$ cat config.mk
export PLATFORM = sky130hd
export DESIGN_NAME = ysyx_24100005_mem_arbiter
export DESIGN_NICKNAME = d
export VERILOG_FILES = /design/src/rtl/ysyx_24100005_mem_arbiter_pkg.sv /design/src/rtl/ysyx_24100005_mem_arb_pick.sv /design/src/rtl/ysyx_24100005_mem_arbiter.sv
export SDC_FILE = /design/constraint.sdc
export NUM_CORES = 1
export LEC_CHECK = 0
export BUFFER_PORTS_ARGS = -buffer_cell sky130_fd_sc_hd__buf_2
export CAP_MARGIN = 20
export CORE_MARGIN = 8
export CORE_UTILIZATION = 36
export CTS_CLUSTER_SIZE = 24
export DETAILED_ROUTE_END_ITERATION = 12
export PLACE_DENSITY = 0.77
export SLEW_MARGIN = 10
export SYNTH_ARGS = -nofsm -noshare
export SYNTH_HDL_FRONTEND = slang
export SYNTH_HIERARCHICAL = 1
export SYNTH_SLANG_ARGS = --single-unit
$ cat constraint.sdc
create_clock -name clk -period 1.8 [get_ports clk]
set_clock_uncertainty 0.05 [all_clocks]
set_input_delay 0.18 -clock clk [delete_from_list [all_inputs] [get_ports clk]]
set_output_delay 0.18 -clock clk [all_outputs]
set_load 0.05 [all_outputs]
$ cat src/rtl/ysyx_24100005_mem_arbiter_pkg.sv
// rtl/ysyx_24100005_mem_arbiter_pkg.sv - shared encodings and reset constants for the memory arbiter
package ysyx_24100005_mem_arbiter_pkg;

    typedef enum logic [1:0] {
        ST_IDLE = 2'd0,
        ST_REQ  = 2'd1,
        ST_WAIT = 2'd2
    } state_e;

    typedef enum logic {
        GNT_IFU = 1'b0,
        GNT_LSU = 1'b1
    } gnt_e;

    // Reset value of every bit of the registered mem_* request fields.
    localparam logic MEM_FIELD_RST_BIT = 1'b0;
    localparam logic MEM_WEN_RST       = 1'b0;

    // Width of the LSU run counter; holds LSU_RUN_MAX up to 15.
    localparam int RUN_CNT_W = 4;

endpackage

$ cat src/rtl/ysyx_24100005_mem_arb_pick.sv
// rtl/ysyx_24100005_mem_arb_pick.sv - LSU-priority pick with IFU anti-starvation override
module ysyx_24100005_mem_arb_pick
    import ysyx_24100005_mem_arbiter_pkg::*;
#(
    parameter int LSU_RUN_MAX = 4
) (
    input  logic                 ifu_valid,
    input  logic                 lsu_valid,
    input  logic [RUN_CNT_W-1:0] run_cnt,
    output gnt_e                 gnt,
    output logic                 any
);

    // LSU wins unless the IFU has watched LSU_RUN_MAX LSU grants go by.
    always_comb begin
        any = ifu_valid | lsu_valid;
        gnt = GNT_IFU;
        if (lsu_valid && !(ifu_valid && (run_cnt == RUN_CNT_W'(LSU_RUN_MAX)))) begin
            gnt = GNT_LSU;
        end
    end

endmodule

$ cat src/rtl/ysyx_24100005_mem_arbiter.sv
// rtl/ysyx_24100005_mem_arbiter.sv - single-outstanding IFU/LSU arbiter in front of the memory bridge
module ysyx_24100005_mem_arbiter
    import ysyx_24100005_mem_arbiter_pkg::*;
#(
    parameter int ADDR_W      = 32,
    parameter int DATA_W      = 32,
    parameter int MASK_W      = 8,
    parameter int LSU_RUN_MAX = 4
) (
    input  logic              clk,
    input  logic              rst,
    input  logic              ifu_valid,
    output logic              ifu_ready,
    input  logic [ADDR_W-1:0] ifu_addr,
    output logic              ifu_rvalid,
    output logic [DATA_W-1:0] ifu_rdata,
    input  logic              lsu_valid,
    output logic              lsu_ready,
    input  logic [ADDR_W-1:0] lsu_addr,
    input  logic              lsu_wen,
    input  logic [DATA_W-1:0] lsu_wdata,
    input  logic [MASK_W-1:0] lsu_wmask,
    output logic              lsu_rvalid,
    output logic [DATA_W-1:0] lsu_rdata,
    output logic              mem_valid,
    input  logic              mem_ready,
    output logic [ADDR_W-1:0] mem_addr,
    output logic              mem_wen,
    output logic [DATA_W-1:0] mem_wdata,
    output logic [MASK_W-1:0] mem_wmask,
    input  logic              mem_rvalid,
    input  logic [DATA_W-1:0] mem_rdata,
    output logic              err_spurious
);

    state_e               state_q, state_d;
    gnt_e                 gnt_q, gnt_d;
    logic [RUN_CNT_W-1:0] run_cnt_q, run_cnt_d;
    logic [ADDR_W-1:0]    addr_q, addr_d;
    logic                 wen_q, wen_d;
    logic [DATA_W-1:0]    wdata_q, wdata_d;
    logic [MASK_W-1:0]    wmask_q, wmask_d;

    gnt_e pick_gnt;
    logic pick_any;

    ysyx_24100005_mem_arb_pick #(
        .LSU_RUN_MAX(LSU_RUN_MAX)
    ) u_pick (
        .ifu_valid(ifu_valid),
        .lsu_valid(lsu_valid),
        .run_cnt  (run_cnt_q),
        .gnt      (pick_gnt),
        .any      (pick_any)
    );

    assign mem_addr  = addr_q;
    assign mem_wen   = wen_q;
    assign mem_wdata = wdata_q;
    assign mem_wmask = wmask_q;

    // Next-state, request capture, handshakes and response routing; rst masks every strobe.
    always_comb begin
        state_d      = state_q;
        gnt_d        = gnt_q;
        run_cnt_d    = run_cnt_q;
        addr_d       = addr_q;
        wen_d        = wen_q;
        wdata_d      = wdata_q;
        wmask_d      = wmask_q;
        ifu_ready    = 1'b0;
        lsu_ready    = 1'b0;
        ifu_rvalid   = 1'b0;
        lsu_rvalid   = 1'b0;
        ifu_rdata    = '0;
        lsu_rdata    = '0;
        mem_valid    = 1'b0;
        err_spurious = mem_rvalid && (state_q != ST_WAIT) && !rst;

        case (state_q)
            ST_IDLE: begin
                if (pick_any && !rst) begin
                    gnt_d   = pick_gnt;
                    state_d = ST_REQ;
                    if (pick_gnt == GNT_LSU) begin
                        lsu_ready = 1'b1;
                        addr_d    = lsu_addr;
                        wen_d     = lsu_wen;
                        wdata_d   = lsu_wdata;
                        wmask_d   = lsu_wmask;
                        if (ifu_valid && (run_cnt_q != RUN_CNT_W'(LSU_RUN_MAX))) begin
                            run_cnt_d = run_cnt_q + RUN_CNT_W'(1);
                        end
                    end else begin
                        ifu_ready = 1'b1;
                        addr_d    = ifu_addr;
                        wen_d     = 1'b0;
                        wdata_d   = '0;
                        wmask_d   = '0;
                        run_cnt_d = '0;
                    end
                end
            end
            ST_REQ: begin
                mem_valid = !rst;
                if (mem_ready) begin
                    state_d = ST_WAIT;
                end
            end
            ST_WAIT: begin
                if (mem_rvalid && !rst) begin
                    state_d = ST_IDLE;
                    if (gnt_q == GNT_LSU) begin
                        lsu_rvalid = 1'b1;
                        lsu_rdata  = mem_rdata;
                    end else begin
                        ifu_rvalid = 1'b1;
                        ifu_rdata  = mem_rdata;
                    end
                end
            end
            default: state_d = ST_IDLE;
        endcase
    end

    // State and request registers; reset drops any outstanding transaction.
    always_ff @(posedge clk) begin
        if (rst) begin
            state_q   <= ST_IDLE;
            gnt_q     <= GNT_IFU;
            run_cnt_q <= '0;
            addr_q    <= {ADDR_W{MEM_FIELD_RST_BIT}};
            wen_q     <= MEM_WEN_RST;
            wdata_q   <= {DATA_W{MEM_FIELD_RST_BIT}};
            wmask_q   <= {MASK_W{MEM_FIELD_RST_BIT}};
        end else begin
            state_q   <= state_d;
            gnt_q     <= gnt_d;
            run_cnt_q <= run_cnt_d;
            addr_q    <= addr_d;
            wen_q     <= wen_d;
            wdata_q   <= wdata_d;
            wmask_q   <= wmask_d;
        end
    end

endmodule

After elaboration in Yosys (flattened, before gate mapping)
Index checks and enable logic that the tools add are counted. W data, S select, Z words.

Word-level logic and storage cells: 61. Output and inout port bits: 143. Register bits: 80.

Equality and inequality tests: 9. Muxes and demuxes: 30. Bitwise gates (word level): 1. $add $sub $neg: 1. Reduce and logical (&&, ||, !) cells: 13.

Operators with widths (count): $mux W32 (8); $mux W1 (15); $mux W4 (2); $mux W8 (1); $ne A2 B2 Y1 const B (4); $logic_and A1 B1 Y1 (7); $mux W2 (3); $pmux W2 S3 (1); $reduce_and A3 Y1 (2); $add A4 B1 Y4 const B (1); $eq A4 B3 Y1 const B (1); $ne A4 B3 Y1 const B (1); $eq A2 B1 Y1 const B (1); $eq A2 B2 Y1 const B (1); $logic_not A1 Y1 (2); $logic_not A2 Y1 (1); $ne A2 B1 Y1 const B (1); $reduce_and A2 Y1 (1); $or A1 B1 Y1 (1).

Depth between registers and ports, before layout
Depth in word-level cells: 8. Mapped depth: 7. Mapped depth without buffers: 5.

Hierarchy
Netlist, hierarchy kept.

Modules (own cells, without submodules): ysyx_24100005_mem_arbiter (area each 3694.8 sq um, sequential area each 1601.5 sq um, cells each 451, instances 1); ysyx_24100005_mem_arb_pick (area each 28.8 sq um, sequential area each 0.0 sq um, cells each 3, instances 1).

Worst setup path after synthesis
OpenSTA, ideal clock, no wires.

Path type: flip-flop to output port. Start point: register run_cnt_q[1]. End point: output ifu_ready. Arrival time: 1.966 ns. Stages on the path, launching flop included: 7. Buffers on the path: 3. Path slack: -0.396 ns. Required time: 1.570 ns. Cell sequence: dfxtp_1 > nor4b_2 > a21boi_1 > buf_2 > clkbuf_1 > clkbuf_1 > nor2_1.

Word-level cells in the longest chain between the ends: 8.

Ends and longest elaborated chain: start, declared (line ysyx_24100005_mem_arbiter.sv:38) `logic [RUN_CNT_W-1:0] run_cnt_q, run_cnt_d;`; start signal, assigned (line ysyx_24100005_mem_arbiter.sv:139) `run_cnt_q <= run_cnt_d;`; $eq A4 B3 Y1 (line ysyx_24100005_mem_arb_pick.sv:18) `if (lsu_valid && !(ifu_valid && (run_cnt == RUN_CNT_W'(LSU_RUN_MAX)))) begin`; $logic_and A1 B1 Y1 (line ysyx_24100005_mem_arb_pick.sv:18); $logic_not A1 Y1 (line ysyx_24100005_mem_arb_pick.sv:18); $logic_and A1 B1 Y1 (line ysyx_24100005_mem_arb_pick.sv:18); $mux W1 (line ysyx_24100005_mem_arb_pick.sv:18); net pick_gnt (line ysyx_24100005_mem_arbiter.sv:44) `gnt_e pick_gnt;`; $mux W1 (line ysyx_24100005_mem_arbiter.sv:85) `if (pick_gnt == GNT_LSU) begin`; $mux W1 (line ysyx_24100005_mem_arbiter.sv:82) `if (pick_any && !rst) begin`; $mux W1 (line ysyx_24100005_mem_arbiter.sv:80) `case (state_q)`; end, declared (line ysyx_24100005_mem_arbiter.sv:13) `output logic ifu_ready,`.

The timed path passes the listed nets, and every way through them passes these cells.

Final worst setup path
Start point: register state_q[0]. End point: output ifu_rdata[25].

Word-level cells in the longest chain between the ends: 2.

Ends and longest elaborated chain: start, declared (line ysyx_24100005_mem_arbiter.sv:36) `state_e state_q, state_d;`; start signal, assigned (line ysyx_24100005_mem_arbiter.sv:137) `state_q <= state_d;`; $eq A2 B2 Y1 (line ysyx_24100005_mem_arbiter.sv:80); $mux W32 (line ysyx_24100005_mem_arbiter.sv:80); end, declared (line ysyx_24100005_mem_arbiter.sv:16) `output logic [DATA_W-1:0] ifu_rdata,`.

No other way between the ends.

==> reports/results.txt <==
CTS tree - done
Count of buffering cells on the critical path with inverters included - 3
Placer Congestion - 0.946
LEAKAGE - 3.10 nW
Endpoint, Worst Hold - mem_wdata[14]$_SDFFE_PP0P_
Arrival time of the worst setup path - 1.66 ns
Post-route antenna net violation count - 0
Clk_lat worst skew - 0.35 ns
Total core area - 10200 um^2
Endpoint kind of the worst setup timing path - primary output
Clk root buf - sky130_fd_sc_hd__clkbuf_8
Overall die height - 118 um
Post-synthesis to final-layout area growth - 75.3%
Critical setup path kind - flop to primary output
Transition time of the tightest slew-check pin - 0.591 ns
Initial standard-cell utilization of the core - 36.6%
Violated checks - negative setup slack
Post-route setup slack - -0.0889 ns
Family with the most delay on the worst path - simple AND/OR/NAND/NOR gates
Die Area - 13900 um^2
Maximum single-stage delay on the critical path - 0.37 ns
Global-route congestion overflow total - 0
Post-route clock period utilization - 105%
Worst voltage drop across the vdd grid - 0.441 mV
MaxCap Viol Count - 0
Total number of vias - 4517
Pin count of the biggest net entering global routing - 53
Number of warnings issued by yosys - 6
Filler cells - 814
Number of ports placed on the die boundary - 286
Crit path time final - 1.89 ns
Unique masters post-synth - 28
Average cell area after synthesis - 8.20 um^2
Reg-to-reg critical path startpoint - run_cnt_q[0]$_SDFFE_PP0P_
Total power of the final layout - 0.00434 W
Vias per cell - 5.09
Cell area after layout - 6530 um^2
DR iter-0 viols - 265
Synthesized instance count - 454
Deepest level of the CTS H-tree - 3
DR WL/cell - 19.2 um
TritonCTS Buffers - 9
Std-Cell Rows - 37
Critical Path Fanout Max - 16
Maximum root-to-sink buffer count - 2
Number of hold violations in the final report - 0
Die outline width - 118 um
Number of detailed-routing iterations run before antenna repair - 6
Post-detailed-placement half-perimeter wirelength - 12.2 mm
Total placed instance area - 5510 um^2
Endpoint of the most critical register-to-register path - mem_addr[3]$_SDFFE_PP0P_
Final setup vio count - 48
Most common cell after layout, fill and taps aside - sky130_fd_sc_hd__buf_2
Critical path startpoint category - flop
Ordered list of cells on the worst path - nand2b_4 -> nor3_4 -> buf_6 -> buf_16 -> and2_1 -> buf_6
Worst hold path startpoint - lsu_wdata[14]
Synthesized netlist net count - 599
Worst EP required - 1.57 ns
Setup TNS after final layout - -1.78 ns
Outcome - finished with violations
Sequential standard cell area - 1610 um^2
Initial antenna violation count - 5
Setup repair after global routing missed its margin - true
Max Slew Vio Count - 0
Critical Path Most Common Cell - sky130_fd_sc_hd__buf_6
Number of DRC violations after detailed routing - 0
Tightest Hold Check Type - input port to flop
Port buffer count - 285
Area of the multi-input gates - 2120 um^2
Sequential share of the synthesized area - 43.0%
Number of cells on the worst reg-to-reg path - 7
Seq cells post-synth - 80
Total Routing Usage GR - 21.8%
Layout Nets - 886
Number of cells on the worst hold path - 3
CP max stage cell - sky130_fd_sc_hd__dfxtp_4
Via count of the first global-routing pass - 4623
Power density over the cells - 665 nW/um^2
Total Routed Length - 17.1 mm
Top achievable clock speed - 0.529 GHz
Flop2flop setup slack - 0.04 ns
Layout cell share with drive strength beyond 1 - 53.1%
Most frequent cells in the layout - sky130_fd_sc_hd__buf_2 (217), sky130_fd_sc_hd__dfxtp_1 (74), sky130_fd_sc_hd__nand2_1 (45), sky130_fd_sc_hd__a21oi_1 (43), sky130_fd_sc_hd__nand3_1 (42)
Headroom to the max-slew limit - 60.6%
Post-synthesis instance area - 3720 um^2
Critical path depth - 6
CTS clk-pin slew, worst paths - 0.08 ns
Count of clock tree sinks - 80
Wire length of the first global-routing pass - 24.4 mm
## synth_stat cells
cell type                   number  area, um^2
sky130_fd_sc_hd__or4b_1          2        20.0
sky130_fd_sc_hd__or2_2           1        6.26
sky130_fd_sc_hd__nand2b_1        2        12.5
sky130_fd_sc_hd__mux2i_1        32         320
sky130_fd_sc_hd__nand3b_1        1        7.51
sky130_fd_sc_hd__nor2_1         36         135
sky130_fd_sc_hd__nand2_1        46         173
sky130_fd_sc_hd__a21boi_1        1        7.51
sky130_fd_sc_hd__clkbuf_1       32         120
sky130_fd_sc_hd__inv_1           6        22.5
sky130_fd_sc_hd__buf_2           9        45.0
sky130_fd_sc_hd__a211o_1         2        17.5
sky130_fd_sc_hd__nor4b_2         1        15.0
sky130_fd_sc_hd__nor3_1          3        15.0
sky130_fd_sc_hd__a211oi_1       33         248
sky130_fd_sc_hd__ha_1            2        25.0
sky130_fd_sc_hd__nor2b_1         2        12.5
sky130_fd_sc_hd__a22oi_1         1        7.51
sky130_fd_sc_hd__nor4b_1         1        8.76
sky130_fd_sc_hd__nand3_1        42         210
sky130_fd_sc_hd__a21oi_1        44         220
sky130_fd_sc_hd__a2111oi_0       1        8.76
sky130_fd_sc_hd__o21ai_0         1        5.00
sky130_fd_sc_hd__nand4_1         3        18.8
sky130_fd_sc_hd__and2_1         66         413
sky130_fd_sc_hd__a31oi_1         3        18.8
sky130_fd_sc_hd__dfxtp_1        80        1600
sky130_fd_sc_hd__o22a_1          1        8.76
## where the power goes
group	switching, W	internal (W)	leakage (nW)	total (W)
Clock	0.000655	0.000534	0.0814	0.00119
Sequential	0.0000572	0.00187	0.657	0.00193
Combinational	0.000804	0.000417	2.36	0.00122
## registers in the layout (all words and copies together) (netlist names)
register / cells
mem_addr: 32
mem_wdata: 32
mem_wmask: 8
run_cnt_q: 4
state_q: 2
gnt_q: 1
mem_wen: 1
## worst reg2reg max path: stages, from the launching register on
cell and delay [ns]:
sky130_fd_sc_hd__dfxtp_2 0.34, sky130_fd_sc_hd__nor4b_4 0.34, sky130_fd_sc_hd__a21boi_4 0.15, sky130_fd_sc_hd__buf_6 0.15, sky130_fd_sc_hd__buf_8 0.13, sky130_fd_sc_hd__clkbuf_16 0.16, sky130_fd_sc_hd__mux2i_1 0.13, sky130_fd_sc_hd__a211oi_1 0.23
## timing repair
action / 4_1_cts / 5_1_grt
endpoints found under the hold margin: 1 / 0
gates cloned: 2 / 2
pin swaps: 4 / 9
setup buffers: 5 / 0
hold buffers: 1 / 0
endpoints found under the setup margin: 68 / 90
resized for setup: 125 / 92
## worst max path at each step
stage,from,endpoint
after floorplan,state_q[1]$_SDFFE_PP0P_,ifu_ready
after global placement,state_q[0]$_SDFFE_PP0P_,run_cnt_q[3]$_SDFFE_PP0P_
after detailed placement,run_cnt_q[1]$_SDFFE_PP0P_,mem_addr[3]$_SDFFE_PP0P_
after CTS,state_q[1]$_SDFFE_PP0P_,ifu_rdata[29]
after global routing,state_q[0]$_SDFFE_PP0P_,ifu_rdata[25]
final,state_q[0]$_SDFFE_PP0P_,ifu_rdata[25]
## kinds of logic after synthesis
logic type / after synthesis / share of synthesized area, %
AO/OA/AOI/OAI: 87 / 14.6
adder cells (fa/ha/maj): 2 / 0.672
buffers and inverters: 47 / 5.04
flip-flops: 80 / 43.0
multiplexers: 32 / 8.60
AND/OR/NAND/NOR: 206 / 28.1
## per-stage QoR
stage	std cells	utilization [%]	hold WS, ns	setup slack (ns)
2_1_floorplan	454	-	0.248	-0.0200
3_3_place_gp	856	54.1	0.356	0.121
3_5_place_dp	856	54.1	0.362	0.0640
4_1_cts	880	60.4	0.0288	-0.115
5_1_grt	887	64.1	0.0370	-0.151
6_report	887	64.1	0.0399	-0.0889
## layer usage
| layer | vias to the layer above | part of all wire [%] | track usage, % |
|---|---|---|---|
| met1 | 2105 | 35 | 20.4 |
| met4 | 0 | 4.3 | 11.3 |
| met3 | 48 | 7.0 | 5.85 |
| met2 | 228 | 54 | 42.3 |
| met5 | - | 0 | 0 |
| li1 | 2136 | - | - |
## area by class of cell
type                            instances  share of cell area, %
Timing Repair Buffer                  317                   36.9
Clock inverter                          5                  0.498
Inverter                                6                  0.403
Sequential cell                        80                   24.7
Clock buffer                           11                   2.17
Antenna cell                            5                  0.192
Tap cell                              136                   2.61
Multi-Input combinational cell        327                   32.5
Power figures use the tool's default switching activity.
